===== config.mk =====
export PLATFORM = sky130hd
export DESIGN_NAME = cla_multiword_seq_flat
export DESIGN_NICKNAME = d
export VERILOG_FILES = /design/src/rtl/cla_pkg.sv /design/src/rtl/cla_multiword_seq_if.sv /design/src/rtl/cla_multiword_seq_cla16.sv /design/src/rtl/cla_multiword_seq.sv /design/src/flat_wrapper.sv
export SDC_FILE = /design/constraint.sdc
export NUM_CORES = 1
export LEC_CHECK = 0
export BUFFER_PORTS_ARGS = -buffer_cell sky130_fd_sc_hd__buf_2
export CAP_MARGIN = 0
export CORE_ASPECT_RATIO = 0.8
export CORE_UTILIZATION = 50
export CTS_BUF_LIST = sky130_fd_sc_hd__clkbuf_16
export DETAILED_ROUTE_END_ITERATION = 8
export PLACE_DENSITY = 0.83
export SLEW_MARGIN = 40
export SYNTH_ARGS = -nofsm -noshare
export SYNTH_HDL_FRONTEND = slang
export SYNTH_SLANG_ARGS = --single-unit

===== constraint.sdc =====
create_clock -name clk -period 5.2 [get_ports clk]
set_clock_uncertainty 0.15 [all_clocks]
set_input_delay 0.78 -clock clk [delete_from_list [all_inputs] [get_ports clk]]
set_output_delay 0.78 -clock clk [all_outputs]
set_load 0.01 [all_outputs]

===== src/rtl/cla_pkg.sv =====
// ============================================================================
// Module   : cla_pkg
// Purpose  : Shared constants, FSM state encoding and the group
//            propagate/generate combine helper for the multi-word CLA adder.
// Revision : 1.0 - initial release
// ============================================================================
`default_nettype none

package cla_pkg;

  // Width of one lookahead slice handled per cycle.
  localparam int SLICE_W = 16;

  // Sequencer states.
  typedef enum logic [1:0] {
    S_IDLE = 2'd0,
    S_RUN  = 2'd1,
    S_DONE = 2'd2
  } cla_state_e;

  // Combine a more-significant (hi) P/G pair with a less-significant (lo)
  // pair into the P/G of the concatenated group. Result packed as {P, G}.
  function automatic logic [1:0] pg_combine(input logic hi_p, input logic hi_g,
                                             input logic lo_p, input logic lo_g);
    return {hi_p & lo_p, hi_g | (hi_p & lo_g)};
  endfunction

endpackage

`default_nettype wire


===== src/rtl/cla_multiword_seq_if.sv =====
// ============================================================================
// Module   : cla_multiword_seq_if
// Purpose  : Operand/result handshake bundle for the sequential multi-word
//            adder. The master issues operands and consumes results; the
//            slave is the adder itself.
// Revision : 1.0 - initial release
// ============================================================================
`default_nettype none

interface cla_multiword_seq_if #(
  parameter int WORDS = 4
);
  localparam int W = cla_pkg::SLICE_W * WORDS;

  logic         in_valid;
  logic         in_ready;
  logic [W-1:0] a;
  logic [W-1:0] b;
  logic         c_in;
  logic         out_valid;
  logic         out_ready;
  logic [W-1:0] sum;
  logic         c_out;
  logic         ovf;
  logic         P;
  logic         G;

  modport master (
    output in_valid, a, b, c_in, out_ready,
    input  in_ready, out_valid, sum, c_out, ovf, P, G
  );

  modport slave (
    input  in_valid, a, b, c_in, out_ready,
    output in_ready, out_valid, sum, c_out, ovf, P, G
  );

endinterface

`default_nettype wire


===== src/rtl/cla_multiword_seq_cla16.sv =====
// ============================================================================
// Module   : CLA_16_bit_LAC
// Purpose  : Purely combinational 16-bit carry-lookahead adder built from
//            four 4-bit groups and a second-level lookahead carry unit.
//            Exposes block propagate/generate for chaining wider adders.
// Revision : 1.0 - initial release
// ============================================================================
`default_nettype none

module CLA_16_bit_LAC
  import cla_pkg::*;
(
  input  logic [15:0] a_i,
  input  logic [15:0] b_i,
  input  logic        c_i,
  output logic [15:0] sum_o,
  output logic        c_o,
  output logic        p_o,
  output logic        g_o
);

  logic [15:0] w_p;
  logic [15:0] w_g;
  logic [15:0] w_carry;
  logic [3:0]  w_grp_p;
  logic [3:0]  w_grp_g;
  logic [4:0]  w_grp_c;

  assign w_p = a_i ^ b_i;
  assign w_g = a_i & b_i;

  // Per-group P/G as a two-level tree of bit-pair combines.
  for (genvar j = 0; j < 4; j++) begin : g_grp
    logic [1:0] w_lo;
    logic [1:0] w_hi;
    assign w_lo = pg_combine(w_p[4*j+1], w_g[4*j+1], w_p[4*j],   w_g[4*j]);
    assign w_hi = pg_combine(w_p[4*j+3], w_g[4*j+3], w_p[4*j+2], w_g[4*j+2]);
    assign {w_grp_p[j], w_grp_g[j]} = pg_combine(w_hi[1], w_hi[0], w_lo[1], w_lo[0]);
  end

  // Second-level lookahead: each group carry-in is a flat sum of products.
  assign w_grp_c[0] = c_i;
  assign w_grp_c[1] = w_grp_g[0] | (w_grp_p[0] & c_i);
  assign w_grp_c[2] = w_grp_g[1] | (w_grp_p[1] & w_grp_g[0])
                    | (w_grp_p[1] & w_grp_p[0] & c_i);
  assign w_grp_c[3] = w_grp_g[2] | (w_grp_p[2] & w_grp_g[1])
                    | (w_grp_p[2] & w_grp_p[1] & w_grp_g[0])
                    | (w_grp_p[2] & w_grp_p[1] & w_grp_p[0] & c_i);
  assign w_grp_c[4] = w_grp_g[3] | (w_grp_p[3] & w_grp_g[2])
                    | (w_grp_p[3] & w_grp_p[2] & w_grp_g[1])
                    | (w_grp_p[3] & w_grp_p[2] & w_grp_p[1] & w_grp_g[0])
                    | (w_grp_p[3] & w_grp_p[2] & w_grp_p[1] & w_grp_p[0] & c_i);

  // Bit carries inside a group come from that group's lookahead carry-in.
  for (genvar i = 0; i < 16; i++) begin : g_bit
    if ((i % 4) == 0) begin : g_grp_base
      assign w_carry[i] = w_grp_c[i/4];
    end else begin : g_grp_inner
      assign w_carry[i] = w_g[i-1] | (w_p[i-1] & w_carry[i-1]);
    end
  end

  assign sum_o = w_p ^ w_carry;
  assign c_o   = w_grp_c[4];
  assign p_o   = &w_grp_p;
  assign g_o   = w_grp_g[3] | (w_grp_p[3] & w_grp_g[2])
               | (w_grp_p[3] & w_grp_p[2] & w_grp_g[1])
               | (w_grp_p[3] & w_grp_p[2] & w_grp_p[1] & w_grp_g[0]);

endmodule

`default_nettype wire


===== src/rtl/cla_multiword_seq.sv =====
// ============================================================================
// Module   : cla_multiword_seq
// Purpose  : Sequential WORDS x 16-bit adder. Latches wide operands, feeds
//            one slice per cycle through a 16-bit CLA core, chains the
//            carry and folds group P/G, then holds the result until taken.
// Revision : 1.0 - initial release
// ============================================================================
`default_nettype none

module cla_multiword_seq
  import cla_pkg::*;
#(
  parameter int WORDS = 4
) (
  input  logic               clk,
  input  logic               rst_n,
  cla_multiword_seq_if.slave bus
);

  localparam int              W      = SLICE_W * WORDS;
  localparam int              KW     = (WORDS > 1) ? $clog2(WORDS) : 1;
  localparam logic [KW-1:0]   K_LAST = KW'(WORDS - 1);

  localparam logic [1:0] ST_IDLE = S_IDLE;
  localparam logic [1:0] ST_RUN  = S_RUN;
  localparam logic [1:0] ST_DONE = S_DONE;

  logic [1:0]    state_q, state_d;
  logic [KW-1:0] k_q, k_d;
  logic [W-1:0]  a_q, a_d;
  logic [W-1:0]  b_q, b_d;
  logic          carry_q, carry_d;
  logic          p_acc_q, p_acc_d;
  logic          g_acc_q, g_acc_d;
  logic [W-1:0]  sum_q, sum_d;
  logic          c_out_q, c_out_d;
  logic          ovf_q, ovf_d;
  logic          p_q, p_d;
  logic          g_q, g_d;

  logic [SLICE_W-1:0] w_a_slice;
  logic [SLICE_W-1:0] w_b_slice;
  logic [SLICE_W-1:0] w_slice_sum;
  logic               w_slice_c;
  logic               w_slice_p;
  logic               w_slice_g;
  logic [1:0]         w_pg_acc;

  assign w_a_slice = a_q[k_q*SLICE_W +: SLICE_W];
  assign w_b_slice = b_q[k_q*SLICE_W +: SLICE_W];

  CLA_16_bit_LAC u_cla (
    .a_i   (w_a_slice),
    .b_i   (w_b_slice),
    .c_i   (carry_q),
    .sum_o (w_slice_sum),
    .c_o   (w_slice_c),
    .p_o   (w_slice_p),
    .g_o   (w_slice_g)
  );

  // Current slice is more significant than everything accumulated so far.
  assign w_pg_acc = pg_combine(w_slice_p, w_slice_g, p_acc_q, g_acc_q);

  // Next-state: accept in IDLE, one slice per RUN cycle, hold in DONE.
  always_comb begin
    state_d = state_q;
    k_d     = k_q;
    a_d     = a_q;
    b_d     = b_q;
    carry_d = carry_q;
    p_acc_d = p_acc_q;
    g_acc_d = g_acc_q;
    sum_d   = sum_q;
    c_out_d = c_out_q;
    ovf_d   = ovf_q;
    p_d     = p_q;
    g_d     = g_q;
    case (state_q)
      ST_IDLE: begin
        if (bus.in_valid) begin
          a_d     = bus.a;
          b_d     = bus.b;
          carry_d = bus.c_in;
          k_d     = '0;
          p_acc_d = 1'b1;
          g_acc_d = 1'b0;
          state_d = ST_RUN;
        end
      end
      ST_RUN: begin
        sum_d[k_q*SLICE_W +: SLICE_W] = w_slice_sum;
        carry_d                       = w_slice_c;
        {p_acc_d, g_acc_d}            = w_pg_acc;
        if (k_q == K_LAST) begin
          c_out_d = w_slice_c;
          // Overflow when like-signed operands yield an opposite-signed sum.
          ovf_d   = (a_q[W-1] == b_q[W-1]) && (w_slice_sum[SLICE_W-1] != a_q[W-1]);
          p_d     = w_pg_acc[1];
          g_d     = w_pg_acc[0];
          state_d = ST_DONE;
        end else begin
          k_d = k_q + KW'(1);
        end
      end
      ST_DONE: begin
        if (bus.out_ready) begin
          state_d = ST_IDLE;
        end
      end
      default: state_d = ST_IDLE;
    endcase
  end

  // State and datapath registers; reset clears everything, dropping any
  // in-flight transaction.
  always_ff @(posedge clk or negedge rst_n) begin
    if (!rst_n) begin
      state_q <= ST_IDLE;
      k_q     <= '0;
      a_q     <= '0;
      b_q     <= '0;
      carry_q <= 1'b0;
      p_acc_q <= 1'b0;
      g_acc_q <= 1'b0;
      sum_q   <= '0;
      c_out_q <= 1'b0;
      ovf_q   <= 1'b0;
      p_q     <= 1'b0;
      g_q     <= 1'b0;
    end else begin
      state_q <= state_d;
      k_q     <= k_d;
      a_q     <= a_d;
      b_q     <= b_d;
      carry_q <= carry_d;
      p_acc_q <= p_acc_d;
      g_acc_q <= g_acc_d;
      sum_q   <= sum_d;
      c_out_q <= c_out_d;
      ovf_q   <= ovf_d;
      p_q     <= p_d;
      g_q     <= g_d;
    end
  end

  assign bus.in_ready  = (state_q == ST_IDLE);
  assign bus.out_valid = (state_q == ST_DONE);
  assign bus.sum       = sum_q;
  assign bus.c_out     = c_out_q;
  assign bus.ovf       = ovf_q;
  assign bus.P         = p_q;
  assign bus.G         = g_q;

endmodule

`default_nettype wire


===== src/flat_wrapper.sv =====
// flat-port wrapper written by rule: the top's interface ports become plain ports
module cla_multiword_seq_flat import cla_pkg::*;
#(
  parameter int WORDS = 4
)
  (clk, rst_n, bus_in_valid, bus_a, bus_b, bus_c_in, bus_out_ready, bus_in_ready, bus_out_valid, bus_sum, bus_c_out, bus_ovf, bus_P, bus_G);
  cla_multiword_seq_if #(.WORDS(WORDS)) bus_i ();
  input  logic clk;
  input  logic rst_n;
  input wire logic [$bits(bus_i.in_valid)-1:0] bus_in_valid;
  input wire logic [$bits(bus_i.a)-1:0] bus_a;
  input wire logic [$bits(bus_i.b)-1:0] bus_b;
  input wire logic [$bits(bus_i.c_in)-1:0] bus_c_in;
  input wire logic [$bits(bus_i.out_ready)-1:0] bus_out_ready;
  output wire logic [$bits(bus_i.in_ready)-1:0] bus_in_ready;
  output wire logic [$bits(bus_i.out_valid)-1:0] bus_out_valid;
  output wire logic [$bits(bus_i.sum)-1:0] bus_sum;
  output wire logic [$bits(bus_i.c_out)-1:0] bus_c_out;
  output wire logic [$bits(bus_i.ovf)-1:0] bus_ovf;
  output wire logic [$bits(bus_i.P)-1:0] bus_P;
  output wire logic [$bits(bus_i.G)-1:0] bus_G;
  assign bus_i.in_valid = bus_in_valid;
  assign bus_i.a = bus_a;
  assign bus_i.b = bus_b;
  assign bus_i.c_in = bus_c_in;
  assign bus_i.out_ready = bus_out_ready;
  assign bus_in_ready = bus_i.in_ready;
  assign bus_out_valid = bus_i.out_valid;
  assign bus_sum = bus_i.sum;
  assign bus_c_out = bus_i.c_out;
  assign bus_ovf = bus_i.ovf;
  assign bus_P = bus_i.P;
  assign bus_G = bus_i.G;
  cla_multiword_seq #(.WORDS(WORDS)) u_core (.clk(clk), .rst_n(rst_n), .bus(bus_i));
endmodule

Word-level counts from Yosys, hierarchy flattened
Cells that the tools add are included.
Widths: inputs -> output; s select.
{"block": "op_classes", "n_addsub": 2, "n_eq_ne": 9, "shift": 4, "n_mux": 14, "n_bitwise": 92, "n_reduce_logical": 9}
{"cell": "$shiftx 64x7->16", "n": 2}
{"cell": "$bwmux 64", "n": 1}
{"cell": "$shift 16x34->64 const A", "n": 1}
{"cell": "$shiftx 16x34->64", "n": 1}
{"cell": "$and 1x1->1", "n": 54}
{"cell": "$or 1x1->1", "n": 35}
{"cell": "$neg 6->34", "n": 1}
{"cell": "$xor 16x16->16", "n": 2}
{"cell": "$and 16x16->16", "n": 1}
{"cell": "$mux 2", "n": 5}
{"cell": "$ne 2x2->1 const B", "n": 3}
{"cell": "$pmux 1 s2", "n": 3}
{"cell": "$pmux 2 s3", "n": 1}
{"cell": "$reduce_and 2->1", "n": 3}
{"cell": "$reduce_and 3->1", "n": 2}
{"cell": "$eq 2x2->1 const B", "n": 2}
{"cell": "$pmux 2 s2", "n": 1}
{"cell": "$reduce_and 4->1", "n": 1}
{"cell": "$mux 1", "n": 3}
{"cell": "$add 2x1->2 const B", "n": 1}
{"cell": "$eq 2x1->1 const B", "n": 1}
{"cell": "$logic_not 2->1", "n": 1}
{"cell": "$ne 2x1->1 const B", "n": 1}
{"cell": "$reduce_bool 2->1", "n": 1}
{"cell": "other kinds (3)", "n": 3}
{"block": "word_totals", "ff_bits": 203, "input_bits": 133, "out_inout_bits": 70, "elab_cells": 142}

Longest topological paths before layout
Gate-level depths: netlist of the first run.
{"block": "logic_depth", "depth_word": 19, "mapped_depth": 16, "ltp_nobuf": 14}

Modules after synthesis
Synthesis of the first run repeated with hierarchy kept, for this count alone.
{"block": "unflattened", "hier_cells": 656, "area_unflattened_um2": 9374.0}
{"module": "cla_multiword_seq", "n_inst": 1, "cells_each": 581, "area_per_inst_um2": 8653.3, "seq_area_each_um2": 5079.9}
{"module": "CLA_16_bit_LAC", "n_inst": 1, "cells_each": 75, "area_per_inst_um2": 720.7, "seq_area_each_um2": 0.0}

Worst setup path before layout of the first run
Ideal clock, no wire load.
{"block": "synth_path", "path_type": "register -> register", "from": "register u_core.k_q[0]", "to": "register u_core.ovf_q (netlist: u_core.bus.ovf)", "setup_ns": 0.082, "t_arrival_ns": 3.838, "path_slack_ns": 1.130, "stages_incl_launch_ff": 17, "path_buffers": 2, "path_cell_list": "dfrtp_1 -> buf_4 -> buf_2 -> mux4_2 -> ha_1 -> nand4_1 -> o221ai_1 -> a21oi_1 -> nor2_1 -> nor2_1 -> fa_1 -> fa_1 -> inv_1 -> fa_1 -> xnor2_1 -> or3_1 -> a31oi_1"}
{"block": "synth_between", "elab_chain_cells": 19, "word_cells_on_any_way": 50, "cone_classes": "2 x eq/ne; 2 x shift; 44 x bitwise; 2 x reduce/logical"}
{"element": "start: declaration", "line_no": "cla_multiword_seq.sv:29", "source": "logic [KW-1:0] k_q, k_d;"}
{"element": "start signal: assignment", "line_no": "cla_multiword_seq.sv:133", "source": "k_q <= k_d;"}
{"element": "$shiftx 64x7->16 (on tied branches)", "line_no": "cla_multiword_seq.sv:49, cla_multiword_seq.sv:50"}
{"element": "$xor 16x16->16 / $and 16x16->16 (equally long branches)", "line_no": "cla_multiword_seq_cla16.sv:29, cla_multiword_seq_cla16.sv:30"}
{"element": "$and 1x1->1", "line_no": "cla_pkg.sv:25", "source": "return {hi_p & lo_p, hi_g | (hi_p & lo_g)};"}
{"element": "$or 1x1->1", "line_no": "cla_pkg.sv:25"}
{"element": "$and 1x1->1", "line_no": "cla_pkg.sv:25"}
{"element": "$or 1x1->1", "line_no": "cla_pkg.sv:25"}
{"element": "$and 1x1->1", "line_no": "cla_multiword_seq_cla16.sv:46", "source": "assign w_grp_c[3] = w_grp_g[2] | (w_grp_p[2] & w_grp_g[1])"}
{"element": "$or 1x1->1", "line_no": "cla_multiword_seq_cla16.sv:46"}
{"element": "[... 3 more ...]"}
{"element": "$or 1x1->1", "line_no": "cla_multiword_seq_cla16.sv:59", "source": "assign w_carry[i] = w_g[i-1] | (w_p[i-1] & w_carry[i-1]);"}
{"element": "$and 1x1->1", "line_no": "cla_multiword_seq_cla16.sv:59"}
{"element": "$or 1x1->1", "line_no": "cla_multiword_seq_cla16.sv:59"}
{"element": "$and 1x1->1", "line_no": "cla_multiword_seq_cla16.sv:59"}
{"element": "$or 1x1->1", "line_no": "cla_multiword_seq_cla16.sv:59"}
{"element": "$xor 16x16->16", "line_no": "cla_multiword_seq_cla16.sv:63", "source": "assign sum_o = w_p ^ w_carry;"}
{"element": "$ne 1x1->1", "line_no": "cla_multiword_seq.sv:98", "source": "ovf_d = (a_q[W-1] == b_q[W-1]) && (w_slice_sum[SLICE_W-1] != a_q[W-1]);"}
{"element": "$logic_and 1x1->1", "line_no": "cla_multiword_seq.sv:98"}
{"element": "end signal: assignment", "line_no": "cla_multiword_seq.sv:141", "source": "ovf_q <= ovf_d;"}
{"element": "end: declaration", "line_no": "cla_multiword_seq.sv:37", "source": "logic ovf_q, ovf_d;"}
Several ways; a longest one is shown, not always the timed one.
A chain may end at the register's enable or synchronous reset.

Worst setup path after layout of the first run
Same ends and word-level chain as after synthesis.

==> results of run 1 <==
## metal layers
metal / part of all wire [%] / track usage [%] / up-vias
li1: - / - / 3390
met5: 0 / 0 / -
met4: 2.8 / 7.955 / 0
met1: 43 / 37.37 / 3568
met3: 7.9 / 4.767 / 47
met2: 46 / 42.83 / 347
## kinds of logic (layout without fill, tap and decap cells)
logic type / Yosys count / in the layout / share of synthesized area (%)
mux: 33 / 33 / 8.026
xor+xnor: 4 / 4 / 0.3842
flops: 203 / 203 / 55.70
simple gates: 496 / 496 / 21.13
fa+ha+maj: 34 / 34 / 5.652
buf+inv: 77 / 275 / 3.416
compound gates: 90 / 90 / 5.694
## registers in the layout, summed over array words and instances (netlist names)
signal and count:
u_core.a_q 64, u_core.b_q 64, u_core.bus.G 1, u_core.bus.P 1
u_core.bus.c_out 1, u_core.bus.ovf 1, u_core.bus.sum 64, u_core.carry_q 1
u_core.g_acc_q 1, u_core.k_q 2, u_core.p_acc_q 1, u_core.state_q 2
## stage by stage
step / instances / power (µW) / hold WS (ns)
after floorplan: 937 / 5278 / 0.2903
after global placement: 1326 / 6505 / 0.3057
after detailed placement: 1326 / 6654 / 0.3095
after CTS: 1360 / 8031 / 0.1679
after global routing: 1360 / 8635 / 0.1400
final: 1360 / 8036 / 0.08954
## final timing paths
| kind | slack, ns | startpoint | to |
|---|---|---|---|
| setup / recovery | 0.84 | u_core.k_q[0] | u_core.bus.ovf |
| setup reg to reg | 0.84 | u_core.k_q[0] | u_core.bus.ovf |
| hold reg to reg | 0.32 | u_core.bus.sum[21] | u_core.bus.sum[21] |
| min in group clk | 0.32 | u_core.bus.sum[21] | u_core.bus.sum[21] |
| max in group asynchronous | 3.76 | rst_n | u_core.b_q[10] |
| hold / removal | 0.09 | rst_n | u_core.bus.sum[17] |
## cell type report
cell class | count | area, µm² | share of cell area (%)
Clock inverter | 13 | 80.08 | 0.7324
Inverter | 31 | 116.4 | 1.064
Timing Repair Buffer | 210 | 1104 | 10.09
Clock buffer | 21 | 525.5 | 4.806
Multi-Input combinational cell | 657 | 3742 | 34.23
Tap cell | 225 | 281.5 | 2.575
Sequential cell | 203 | 5085 | 46.50
## synth_stat cells
cell type / number
buf_4: 1
or4_1: 1
nor2b_1: 1
nor2_1: 15
mux4_2: 32
mux2_2: 1
a221o_1: 1
a31oi_1: 2
xor2_1: 3
nand2b_1: 2
o21ai_1: 1
buf_2: 9
inv_1: 31
buf_6: 1
xnor2_1: 1
nor3b_2: 1
and3_1: 1
a21oi_1: 12
dfrtp_1: 203
clkbuf_1: 33
nor4_2: 1
fa_1: 12
a22o_1: 1
nand2_2: 1
and2b_2: 1
buf_1: 2
o22ai_1: 1
o21ai_2: 10
nand2_1: 460
a211oi_2: 1
a32o_1: 1
nor3_1: 1
o21ai_0: 58
or3_1: 1
o31ai_1: 1
nand4_1: 7
nand3_1: 2
ha_1: 22
and2_1: 1
o221ai_1: 1
## power groups by stage
stage                     Combinational [µW]  Sequential, µW  Clock (µW)
after global routing                    4320            2880        1440
after floorplan                         2640            2640           0
after detailed placement                3840            2820           0
after CTS                               3870            2800        1360
final                                   3870            2810        1360
after global placement                  3700            2810           0
==> flow_metrics.py, run 1 <==
metrics = {
    "outcome": {
        "run_status": "completed",
    },
    "finish": {
        "utilization_pct": 62.15,
        "final_common_cell": "nand2_1",
        "diodes": 0,
        "layout-drive-gt1-share_pct": 25.11,
        "n_fill_cell": 1428,
        "syn2layout_area_growth_pct": 19.89,
        "nNetsFinal": 1290,
        "layout_common_cells": "459 x nand2_1, 201 x buf_2, 201 x dfrtp_1",
        "design_area_um2": 10930,
    },
    "worst_setup_path": {
        "r2r_cells": 15,
        "worst_setup_path_end_kind": "register",
        "worst_path_max_delay_cell": "dfrtp_4",
        "critPathMaxStageDelay_ns": 0.74,
        "start_kind": "register",
        "crit_arrival_ns": 4.62,
        "cp.depth": 15,
        "path_delay_family": "adder cells",
        "critPathBufInv": 2,
        "criticalPathCategory": "reg -> reg",
        "path_cells": "buf_4, mux4_2, ha_1, nand2_1, o21ai_0, a21oi_1, nor2_1, nor2_1, fa_1, fa_1, inv_1, fa_1, xnor2_1, or3_1, a31oi_1",
        "cp_common_cell": "fa_1",
        "cp.required_ns": 5.46,
        "path_max_fanout": 30,
    },
    "logic_synthesis": {
        "synth_top_area_share_pct": 55.70,
        "syn_nets": 1104,
        "syn_area_um2": 9120,
        "synth_area_leaders": "dfrtp_1 56%, nand2_1 19%, mux4_2 7.9%",
        "ys_ff_latch": 203,
        "syn_area_per_cell_um2": 9.733,
        "yosys_warnings": 0,
        "synth.distinct_cells": 40,
        "synth-seq-area-share_pct": 55.70,
        "yosys.area.top_type": "dfrtp_1",
        "syn_inst": 937,
    },
    "timing": {
        "worst_slew_pin_slew_ns": 0.7480,
        "period_needed_ns": 4.363,
        "finalHoldViolCount": 0,
        "slew_headroom_pct": 50.14,
        "period_share_pct": 83.91,
        "setup_tns_ns": 0,
        "finalSetupViolCount": 0,
        "fmax_mhz": 229.2,
        "fin_ws_ns": 0.8367,
        "grt_setup_unrepaired": "false",
        "finalMaxSlewViolations": 0,
    },
    "clock_network": {
        "cts_root_buf": "clkbuf_16",
        "cts_tree": "built",
        "numCtsBuffers": 20,
        "cts.repair.resized": 0,
        "clkLatencyLatePin_ns": 0.49,
        "clockBufferDepth": 3,
        "path_clk_slew_ns": 0.06,
        "cts_hold_buf": 0,
        "htreeDepth": 1,
        "clock_sinks": 203,
        "post_cts_buffers": 0,
    },
    "pwr": {
        "internal_power_uw": 4542,
        "power.density_nw_per_um2": 734.9,
        "power.share.clock_pct": 16.9,
        "switching_power_uw": 3494,
        "pwr-share-seq_pct": 35.0,
        "combinationalPowerShare_pct": 48.2,
        "peakVddDrop_mv": 0.3375,
        "p_leak_uw": 0.005866,
        "switching_share_pct": 43.48,
    },
    "die": {
        "pin_count": 203,
        "start_util_pct": 51.84,
        "die_w_um": 153.0,
        "rows": 43,
        "die_area_um2": 18790,
        "die_h_um": 122.8,
        "core_region_area_um2": 17590,
    },
    "route": {
        "wl_mm": 23.83,
        "post-route-drc-count": 0,
        "drt_pass1_iterations": 5,
        "ant_nets": 0,
        "dr.first_iter.drc_count": 591,
        "wl_per_cell_um": 17.53,
        "via_count": 7352,
        "vias_per_cell": 5.406,
    },
    "grt": {
        "globalRouteOverflowTotal": 0,
        "grt_pass1_wl_mm": 38.44,
        "grt_usage_pct": 26.60,
        "grt_max_degree": 133,
        "antenna_found_initial": 0,
        "first_global_vias": 7242,
    },
    "placement": {
        "place_hpwl_mm": 17.52,
        "io_buffers": 202,
        "dpl_cell_area_um2": 10320,
        "place_congestion": 0.8733,
        "post-place-ws_ns": 0.6080,
    },
    "worst_hold_path": {
        "hold_path.class": "in -> async",
    },
    "flow_run": {
        "maxCapViolCount": 0,
    },
}
Note: power is estimated with default switching activity, not from simulation.
==> run 2: changes to the inputs <==
- clock period: 5.2 -> 4.12 ns (I/O delays scaled with it)
==> run 2 against run 1 <==
The flow now finishes with violations (hold timing). Via count up 1.9%. Maximum frequency up 8.9%. Sequential power up 22%. Register-to-register slack worse by 0.72 ns. Global-route usage up 0.79 points. Combinational power up 45%. Largest power group unchanged. Highest routed layer unchanged.
==> flow_metrics.py, run 2 (synthesis gave the netlist of run 1 again) <==
metrics = {
    "finish": {
        "layout_common_cells": "459 x nand2_1, 202 x dfrtp_1, 201 x buf_2",
        "nNetsFinal": 1304,
        "diodes": 0,
        "stdcell_count": 1374,
        "utilization_pct": 63.98,
        "final_common_cell": "nand2_1",
        "layout-drive-gt1-share_pct": 27.15,
        "syn2layout_area_growth_pct": 23.42,
    },
    "clock_network": {
        "clkLatencyLatePin_ns": 0.50,
        "clockBufferDepth": 3,
        "clock_sinks": 203,
        "cts_tree": "built",
        "numCtsBuffers": 20,
        "path_clk_slew_ns": 0.06,
        "htreeDepth": 1,
        "cts_root_buf": "clkbuf_16",
    },
    "timing": {
        "worst_slew_pin_slew_ns": 0.7615,
        "period_share_pct": 97.29,
        "finalHoldViolCount": 46,
        "fmax_mhz": 249.5,
        "setup_tns_ns": 0,
        "finalSetupViolCount": 0,
        "hold_slack_ns": -0.04882,
        "slew_headroom_pct": 49.23,
        "finalMaxSlewViolations": 0,
        "grt_setup_unrepaired": "true",
        "period_needed_ns": 4.008,
    },
    "route": {
        "vias_per_cell": 5.455,
        "post-route-drc-count": 0,
        "ant_nets": 0,
        "wl_mm": 24.95,
        "dr.first_iter.drc_count": 541,
        "wl_per_cell_um": 18.16,
        "via_count": 7495,
        "drt_pass1_iterations": 5,
    },
    "grt": {
        "first_global_vias": 7434,
        "grt_pass1_wl_mm": 39.36,
        "grt_usage_pct": 27.39,
        "globalRouteOverflowTotal": 0,
        "grt_max_degree": 133,
        "antenna_found_initial": 0,
    },
    "placement": {
        "place_hpwl_mm": 17.69,
        "place_congestion": 0.9718,
        "placed_cells": 1331,
        "io_buffers": 202,
    },
    "pwr": {
        "internal_power_uw": 6230,
        "p_leak_uw": 0.005987,
        "power.share.clock_pct": 17.5,
        "peakVddDrop_mv": 0.5552,
        "pwr-share-seq_pct": 31.3,
        "power.density_nw_per_um2": 972.8,
        "switching_power_uw": 4720,
        "combinationalPowerShare_pct": 51.2,
        "p_total_uw": 10950,
        "switching_share_pct": 43.10,
    },
    "outcome": {
        "violations": "hold timing",
        "run_status": "finished, violations left",
    },
    "worst_setup_path": {
        "worstReg2RegStart": "u_core.k_q[0]",
        "path_max_fanout": 11,
        "crit_arrival_ns": 4.20,
        "r2r_slack_ns": 0.11,
        "cp.required_ns": 4.31,
        "start_kind": "register",
        "worst_setup_path_end_kind": "register",
        "r2r_end": "u_core.bus.sum[39]",
        "criticalPathCategory": "reg -> reg",
        "r2r_cells": 12,
    },
    "die": {
        "die_area_um2": 18790,
        "pin_count": 203,
        "rows": 43,
        "core_region_area_um2": 17590,
        "start_util_pct": 51.84,
        "die_h_um": 122.8,
        "die_w_um": 153.0,
    },
    "flow_run": {
        "maxCapViolCount": 0,
    },
    "worst_hold_path": {
        "hold_path.class": "in -> async",
    },
}
run 2: layer usage:
layer | wire length (µm) | track usage, % | vias up
met5 | 0 | 0 | -
met4 | 715 | 8.333 | 0
met3 | 2195 | 6.215 | 55
met2 | 11700 | 45.10 | 375
met1 | 10340 | 36.70 | 3650
li1 | - | - | 3415
run 2: power by group through the flow:
stage,combinational [µW],clock (µW),sequential (µW)
final,5600,1920,3430
after CTS,5270,1930,3410
after detailed placement,5150,0,3420
after global routing,6150,2020,3510
after floorplan,3340,0,3330
after global placement,4950,0,3410
run 2: how the worst max path moves through the flow:
stage                  startpoint            endpoint  cells after the start
global placement    u_core.k_q[0]      u_core.bus.ovf                     15
floorplan           u_core.k_q[0]      u_core.bus.ovf                     16
finish              u_core.k_q[0]  u_core.bus.sum[39]                     12
CTS                 u_core.k_q[0]      u_core.bus.ovf                     14
global route        u_core.k_q[0]      u_core.bus.ovf                     15
detailed placement  u_core.k_q[0]      u_core.bus.ovf                     15
run 2: worst max-delay path: stages (launching register included):
cell,delay (ns)
dfrtp_2,0.41
buf_12,0.15
mux4_2,0.55
ha_4,0.32
nand4_1,0.17
o221ai_2,0.26
buf_4,0.15
inv_1,0.04
fa_1,0.37
fa_1,0.40
fa_1,0.43
xor2_2,0.28
o21ai_0,0.14
run 2: area by class of cell:
class | instances | area [µm²]
Tap cell | 225 | 281.5
Clock inverter | 13 | 158.9
Timing Repair Buffer | 224 | 1266
Sequential cell | 203 | 5081
Inverter | 31 | 116.4
Fill cell | 1370 | 6337
Clock buffer | 21 | 525.5
Multi-Input combinational cell | 657 | 3826
run 2: repair_timing:
action	CTS	global route
gates resized for setup	2	13
pin swaps	2	4
endpoints found under the hold margin	0	0
endpoints found under the setup margin	4	13
buffers inserted	1	8
hold buffers	0	0
run 2: per-stage QoR:
| stage | cell area [µm²] | setup WS [ns] |
|---|---|---|
| finish | 11260 | 0.1117 |
| global route | 11260 | -0.05681 |
| CTS | 11120 | 0.0008389 |
| detailed placement | 10410 | -0.03187 |
| global placement | 10400 | 0.1707 |
| floorplan | 9120 | 0.04998 |
